## config.mk

```make
export PLATFORM = sky130hd
export DESIGN_NAME = mario_sprite_renderer
export DESIGN_NICKNAME = d
export VERILOG_FILES = /design/src/rtl/mario_gfx_pkg.sv /design/src/rtl/mario_palette_lut.sv /design/src/rtl/mario_sprite_renderer.sv
export SDC_FILE = /design/constraint.sdc
export NUM_CORES = 1
export LEC_CHECK = 0
export ABC_AREA = 1
export BUFFER_PORTS_ARGS = -buffer_cell sky130_fd_sc_hd__buf_2
export CORE_MARGIN = 1
export CORE_UTILIZATION = 49
export DETAILED_ROUTE_END_ITERATION = 16
export PLACE_DENSITY = 0.77
export SYNTH_ARGS = -nofsm -noshare
export SYNTH_HDL_FRONTEND = slang
export SYNTH_HIERARCHICAL = 1
export SYNTH_SLANG_ARGS = --single-unit
export TNS_END_PERCENT = 30
```

## constraint.sdc

```tcl
create_clock -name clk -period 1.7 [get_ports clk]
set_clock_uncertainty 0.1 [all_clocks]
set_input_delay 0.085 -clock clk [delete_from_list [all_inputs] [get_ports clk]]
set_output_delay 0.085 -clock clk [all_outputs]
set_load 0.05 [all_outputs]
```

## src/rtl/mario_gfx_pkg.sv

```systemverilog
// Shared graphics types for the Mario sprite path: palette indices, 12-bit RGB
// and the sprite ROM geometry.
package mario_gfx_pkg;

    localparam int unsigned SPRITE_DIM = 16;

    typedef enum logic [1:0] {
        PAL_ALPHA = 2'b00,
        PAL_RED   = 2'b01,
        PAL_DKBRN = 2'b10,
        PAL_LTBRN = 2'b11
    } pal_idx_t;

    typedef struct packed {
        logic [3:0] r;
        logic [3:0] g;
        logic [3:0] b;
    } rgb12_t;

    localparam rgb12_t RGB_NONE  = '{r: 4'h0, g: 4'h0, b: 4'h0};
    localparam rgb12_t RGB_RED   = '{r: 4'hF, g: 4'h0, b: 4'h0};
    localparam rgb12_t RGB_DKBRN = '{r: 4'h6, g: 4'h3, b: 4'h0};
    localparam rgb12_t RGB_LTBRN = '{r: 4'hF, g: 4'hB, b: 4'h7};

endpackage

```

## src/rtl/mario_palette_lut.sv

```systemverilog
// Combinational palette lookup: sprite palette index to 12-bit RGB.
// Transparent maps to black; the caller masks it with the hit flag anyway.
module mario_palette_lut
    import mario_gfx_pkg::*;
(
    input  pal_idx_t pal,
    output rgb12_t   rgb
);

    always_comb begin
        rgb = RGB_NONE;
        case (pal)
            PAL_RED:   rgb = RGB_RED;
            PAL_DKBRN: rgb = RGB_DKBRN;
            PAL_LTBRN: rgb = RGB_LTBRN;
            default:   rgb = RGB_NONE;
        endcase
    end

endmodule

```

## src/rtl/mario_sprite_renderer.sv

```systemverilog
// Two-stage pixel pipeline: beam position -> sprite ROM address (stage 1),
// returned palette index -> RGB and hit flag (stage 2).
module mario_sprite_renderer
    import mario_gfx_pkg::*;
#(
    parameter int unsigned SCALE_LOG2 = 1,
    parameter int unsigned COORD_W    = 10
) (
    input  logic               clk,
    input  logic               rst_n,
    input  logic               frame_start,
    input  logic [COORD_W-1:0] mario_x,
    input  logic [COORD_W-1:0] mario_y,
    input  logic               facing_left,
    input  logic [COORD_W-1:0] draw_x,
    input  logic [COORD_W-1:0] draw_y,
    input  logic               pix_valid_in,
    output logic [3:0]         rom_x,
    output logic [3:0]         rom_y,
    input  logic [1:0]         rom_pal,
    output logic               pix_valid_out,
    output logic               sprite_hit,
    output logic [3:0]         red,
    output logic [3:0]         green,
    output logic [3:0]         blue
);

    localparam int unsigned BOX = SPRITE_DIM << SCALE_LOG2;

    logic [COORD_W-1:0] shadow_x_q, shadow_x_d;
    logic [COORD_W-1:0] shadow_y_q, shadow_y_d;
    logic               facing_q, facing_d;
    logic               armed_q, armed_d;

    logic [3:0] rom_x_q, rom_x_d;
    logic [3:0] rom_y_q, rom_y_d;
    logic       inbox_q, inbox_d;
    logic       valid1_q, valid1_d;

    logic       hit_q, hit_d;
    rgb12_t     rgb_q, rgb_d;
    logic       valid2_q, valid2_d;

    logic [COORD_W:0] dx, dy;
    logic             in_x, in_y;
    logic [3:0]       cx;
    rgb12_t           lut_rgb;

    mario_palette_lut u_lut (
        .pal (pal_idx_t'(rom_pal)),
        .rgb (lut_rgb)
    );

    always_comb begin
        shadow_x_d = shadow_x_q;
        shadow_y_d = shadow_y_q;
        facing_d   = facing_q;
        armed_d    = armed_q;
        if (frame_start) begin
            shadow_x_d = mario_x;
            shadow_y_d = mario_y;
            facing_d   = facing_left;
            armed_d    = 1'b1;
        end

        // One extra bit keeps the difference signed: a beam left of/above the sprite
        // sets the MSB instead of wrapping into the box.
        dx   = {1'b0, draw_x} - {1'b0, shadow_x_q};
        dy   = {1'b0, draw_y} - {1'b0, shadow_y_q};
        in_x = !dx[COORD_W] && (dx < (COORD_W+1)'(BOX));
        in_y = !dy[COORD_W] && (dy < (COORD_W+1)'(BOX));
        cx   = 4'(dx >> SCALE_LOG2);

        rom_x_d  = facing_q ? (4'd15 - cx) : cx;
        rom_y_d  = 4'(dy >> SCALE_LOG2);
        inbox_d  = pix_valid_in & armed_q & in_x & in_y;
        valid1_d = pix_valid_in;

        hit_d    = inbox_q & (rom_pal != 2'b00);
        rgb_d    = hit_d ? lut_rgb : RGB_NONE;
        valid2_d = valid1_q;
    end

    always_ff @(posedge clk or negedge rst_n) begin
        if (!rst_n) begin
            shadow_x_q <= '0;
            shadow_y_q <= '0;
            facing_q   <= 1'b0;
            armed_q    <= 1'b0;
            rom_x_q    <= '0;
            rom_y_q    <= '0;
            inbox_q    <= 1'b0;
            valid1_q   <= 1'b0;
            hit_q      <= 1'b0;
            rgb_q      <= RGB_NONE;
            valid2_q   <= 1'b0;
        end else begin
            shadow_x_q <= shadow_x_d;
            shadow_y_q <= shadow_y_d;
            facing_q   <= facing_d;
            armed_q    <= armed_d;
            rom_x_q    <= rom_x_d;
            rom_y_q    <= rom_y_d;
            inbox_q    <= inbox_d;
            valid1_q   <= valid1_d;
            hit_q      <= hit_d;
            rgb_q      <= rgb_d;
            valid2_q   <= valid2_d;
        end
    end

    assign rom_x         = rom_x_q;
    assign rom_y         = rom_y_q;
    assign pix_valid_out = valid2_q;
    assign sprite_hit    = hit_q;
    assign red           = rgb_q.r;
    assign green         = rgb_q.g;
    assign blue          = rgb_q.b;

endmodule

```

Word level (Yosys, flattened, before mapping)

Cells that the tools add are included.

Register bits after elaboration: 46
Bits of input ports: 47
Output and inout bits: 22
Word-level logic and storage cells: 33

$add $sub $neg: 3
Magnitude comparators: 2
Eq/ne operators: 3
Muxes and demuxes: 3
Bitwise operators: 4
Reductions and logical operators: 5

Operators by type and width:

| cell                                                                          | number |
|---|---|
| 12-bit one-hot mux with 3 select lines                                        | 1 |
| 11-bit by 6-bit less-than comparator with 1-bit output, second input constant | 2 |
| 10-bit by 10-bit subtractor with 11-bit output                                | 2 |
| 12-bit 2-to-1 mux                                                             | 1 |
| 1-bit bitwise AND                                                             | 4 |
| 2-bit == test, second input constant                                          | 2 |
| 4-bit 2-to-1 mux                                                              | 1 |
| 4-bit subtractor, first input constant                                        | 1 |
| 2-bit by 1-bit == test with 1-bit output, second input constant               | 1 |
| 1-bit logical AND                                                             | 2 |
| 1-bit zero test                                                               | 2 |
| 2-bit nonzero test                                                            | 1 |

Logic depth before layout (Yosys ltp)

Depth after elaboration: 5
Depth in mapped cells: 16
Depth with buffers taken out: 16

Hierarchy

Netlist, hierarchy kept.

Modules (own cells, without submodules):

| module                | instances | cells each | area an instance (um^2) | sequential area each (um^2) |
|---|---|---|---|---|
| mario_sprite_renderer | 1         | 359        | 2,678.8                 | 1,151.1 |
| mario_palette_lut     | 1         | 16         | 90.1                    | 0.0 |

Least setup slack after synthesis

OpenSTA, ideal clock, no wires.

Path type: flip-flop to flip-flop
From: reg shadow_x_q[0]
To: reg inbox_q
Library setup time: 0.071 ns
Data arrival time: 1.567 ns
Required time: 1.529 ns
Setup slack: -0.038 ns
Cell stages (with the launch flop): 15
Path through: dfrtp_1 -> nand2_1 -> inv_1 -> fa_1 -> inv_1 -> nand2_1 -> nand2_1 -> nand3_1 -> nand3_1 -> nand2_1 -> inv_1 -> nand2_1 -> nor2_1 -> nand3_1 -> nor2_1

Word-level cells in the longest chain between the ends: 5
Elaborated cells between the ends (all ways): 6

RTL lines:

| element                                                                                   | RTL line                     | RTL |
|---|---|---|
| start, declared                                                                           | mario_sprite_renderer.sv:30  | `logic [COORD_W-1:0] shadow_x_q, shadow_x_d;` |
| start signal, assigned                                                                    | mario_sprite_renderer.sv:98  | `shadow_x_q <= shadow_x_d;` |
| 10-bit by 10-bit subtractor with 11-bit output *                                          | mario_sprite_renderer.sv:68  | `dx = {1'b0, draw_x} - {1'b0, shadow_x_q};` |
| 11-bit by 6-bit less-than comparator with 1-bit output or 1-bit zero test (tied branches) | mario_sprite_renderer.sv:70  | `in_x = !dx[COORD_W] && (dx < (COORD_W+1)'(BOX));` |
| 1-bit logical AND *                                                                       | mario_sprite_renderer.sv:70  |  |
| 1-bit bitwise AND * (2 in a row)                                                          | mario_sprite_renderer.sv:76  | `inbox_d = pix_valid_in & armed_q & in_x & in_y;` |
| via inbox_d                                                                               | mario_sprite_renderer.sv:37  | `logic inbox_q, inbox_d;` |
| end signal, assigned                                                                      | mario_sprite_renderer.sv:104 | `inbox_q <= inbox_d;` |
| end, declared                                                                             | mario_sprite_renderer.sv:37  |  |

The timed path passes the listed nets; every way through them passes the cells marked *.
A chain may end at the register's enable or synchronous reset.

Final worst setup path

Same ends and word-level chain as after synthesis.

==> impl_metrics.yaml <==
run_status:
  status: "finished with violations"
  failed_checks: "negative setup slack"
detailed_routing:
  drtIter0Drc: 144
  num_vias: 2498
  vias_per_cell: 4.58
  wirelength_mm: 5.94
  drc: 0
  wire_per_inst_um: 10.9
  ant_nets: 0
  drt_pass1_iterations: 4
yosys:
  yosysUniqueCellTypes: 24
  synth_ff_type: "dfrtp_1"
  synth_top_family_by_area: "simple AND/OR/NAND/NOR gates"
  synth_compound_area_frac: 0.0628
  ys.warnings.count: 6
  synth_xor_area_frac: 0.0316
  synth.area.mux_share: 0
  ys_seq_area_frac: 0.416
  avgSynthCellArea_sq_um: 7.38
  synth_top_area_cell: "dfrtp_1"
  netlist_instances: 375
  yosys.area_share.simple: 0.258
  synth_seq_cells: 46
  synthAdderAreaFrac: 0.0958
  synth_top_cells_by_area: "dfrtp_1 42%, nand2_1 15%, inv_1 10%, ha_1 8.1%, nor2_1 4.1%"
  synthArstFlopShare: 1.00
  synth.cell_area_sq_um: 2770
  synth_edf_count: 0
  yosysTopAreaCellShare: 0.416
placement:
  hpwl_mm: 4.23
  place_inst: 512
  portBuffers: 68
  placed_area_sq_um: 3220
  place_congestion: 0.876
grt:
  grt_use_met2: 0.383
  grt_pass1_wl_mm: 10.0
  top_usage_layer: "met2"
  grt-ovfl-total: 0
  met3_usage: 0.0417
  grt_util_met1: 0.248
  grt_pass1_vias: 2471
  track_usage: 0.211
  antenna_found_initial: 0
  grt_max_degree: 42
floorplan:
  die-area_sq_um: 5960
  rows: 27
  core_area_sq_um: 5470
  die_x_um: 77.2
  die_h_um: 77.2
  io_pins: 69
  start_util: 0.506
cts:
  root_buffer: "clkbuf_8"
  path_clk_slew_ns: 0.09
  cts_sinks: 46
  cts_max_path_buffers: 2
  cts_tree: "built"
  numCtsBuffers: 5
  htreeDepth: 2
  clk_latency_ns: 0.30
power:
  p_leak_uw: 0.00212
  ir_drop_v: 0.000650
  powerDensity_nw_per_um2: 866
finish:
  diodes: 0
  areaGrowthSynthToFinish_pct: 33.9
  drive_gt1_frac: 0.245
  nets: 540
  stdcell_count: 546
  fin_area_sq_um: 3710
setup_path:
  cp_common_cell: "nand2_1"
  crit_chain: "nand2_2, inv_2, fa_2, inv_2, nand2_1, nand2_1, nand3_2, nand3_2, nand2_1, inv_1, nand2_1, nor2_1, nand3_1, nor2_1"
  cp-start-kind: "flip-flop"
  r2r-end: "inbox_q$_DFF_PN0_"
  cp_num_cells: 14
  critPathKind: "flip-flop to flip-flop"
  cp_top_family: "simple AND/OR/NAND/NOR gates"
  setup.worst_path.start: "shadow_x_q[0]$_DFFE_PN0P_"
  max_stage_delay_ns: 0.40
  cp.required_ns: 1.83
  crit_fanout: 2
  cp.arrival_ns: 1.88
  reg2reg_from: "shadow_x_q[0]$_DFFE_PN0P_"
  rrSetupSlack_ns: -0.05
  end_kind: "flip-flop"
  cp_num_buf_inv: 3
  crit_path_top_delay_cell: "dfrtp_1"
  reg2reg_depth: 14
  setup.worst_path.end: "inbox_q$_DFF_PN0_"
timing:
  fin_crit_sh: 1.03
  final-setup-viol-count: 1
  setup_ws_ns: -0.0497
  period_needed_ns: 1.75
  rsz0062_at_grt: "true"
  max-slew-margin-rel: 0.572
  clock.fmax_ghz: 0.572
  finalHoldViolCount: 0
  drv_slew: 0
  finalSetupTns_ns: -0.0497
  hold_slack_ns: 0.0259
  worst_pin_slew_ns: 0.642
hold_path:
  hp-class: "input port to flip-flop"
flow_run:
  maxCapViolations: 0
[power breakdown]
part | switching (uW) | internal, uW
clock network | 374 | 441
logic | 730 | 435
registers | 33.8 | 1200
[how the worst min path moves through the flow]
stage | startpoint | slack [ns] | endpoint | depth (start not counted)
CTS | draw_y[1] | -0.01 | rom_y[0]$_DFF_PN0_ | 2
floorplan | rst_n | -0.31 | armed_q$_DFFE_PN0P_ | 0
global placement | rst_n | -0.004 | shadow_y_q[0]$_DFFE_PN0P_ | 1
global route | draw_y[1] | 0.03 | rom_y[0]$_DFF_PN0_ | 2
detailed placement | rst_n | 0.0008 | shadow_y_q[5]$_DFFE_PN0P_ | 1
finish | draw_y[1] | 0.03 | rom_y[0]$_DFF_PN0_ | 2
[what timing repair did]
item                                    CTS  global route
setup buffers                             0             0
resized for setup                         4            18
hold buffers                             25             0
pin swaps                                 0             0
endpoints found under the setup margin    1             1
endpoints found under the hold margin    50             0
[sequential cells by signal (all words and copies together) (netlist names)]
register	count
sprite_hit	1
facing_q	1
shadow_y_q	10
armed_q	1
valid1_q	1
blue	4
green	4
inbox_q	1
red	4
pix_valid_out	1
shadow_x_q	10
rom_y	4
rom_x	4
[kinds of logic after synthesis]
family                     Yosys count
and+or+nand+nor                    174
buffers and inverters               91
DFF                                 46
AOI/OAI and AO/OA                   33
adders and majority gates           20
xor gates and xnor gates            10
other                                1
[layout make-up]
| class | count | area [sq um] |
|---|---|---|
| clock buffers | 5 | 68.8 |
| inverters | 75 | 282 |
| fillers | 502 | 1760 |
| multi-input cells | 239 | 1380 |
| flip-flops and latches | 46 | 1150 |
| repair buffers | 106 | 698 |
| clock inverters | 3 | 43.8 |
| well taps | 72 | 90.1 |
[stage by stage]
step                      worst slack (ns)  power, uW  utilization
after floorplan                     0.0336       2010            -
after global placement             -0.0292       2280        0.588
after detailed placement           -0.0584       2290        0.588
after CTS                          -0.0387       3180        0.656
after global routing                -0.194       3430        0.678
final                              -0.0497       3210        0.678
[cell usage after synthesis, types with 2 or more instances]
cell type and number:
nand2_1 109, inv_1 75, dfrtp_1 46, nor2_1 30, nand3_1 21, o21ai_0 20, ha_1 18, a21oi_1 10
buf_4 8, clkbuf_1 8, xor2_1 6, nand4_1 5, xnor2_1 4, nand2_2 3, fa_1 2, nand3b_1 2
[layer usage]
metal  share of wire  up-vias
met2            0.51       59
li1                -     1314
met3           0.038        8
met1            0.44     1117
met4           0.010        0
met5               0        -
[cells in the final DEF (no fill, tap or decap), types with 2 or more instances in the layout]
master         synthesis  final
ha_1                  18     11
o21ai_0               20     19
nand2_2                3      5
inv_2                  0      2
buf_4                  8     11
conb_1                 1      2
nand3b_1               2      2
fa_2                   0      2
a21oi_2                1      4
nand2_1              109    107
nand4_1                5      5
inv_1                 75     73
nand3_2                0      2
dlygate4sd3_1          0     25
ha_4                   0      6
dfrtp_1               46     46
clkbuf_8               0      5
xor2_1                 6      6
nand3_1               21     19
buf_2                  0     69
a21oi_1               10      6
nor2_2                 1      3
xnor2_1                4      4
nor2_1                30     28
No activity file was read; power rests on OpenSTA's default activity.
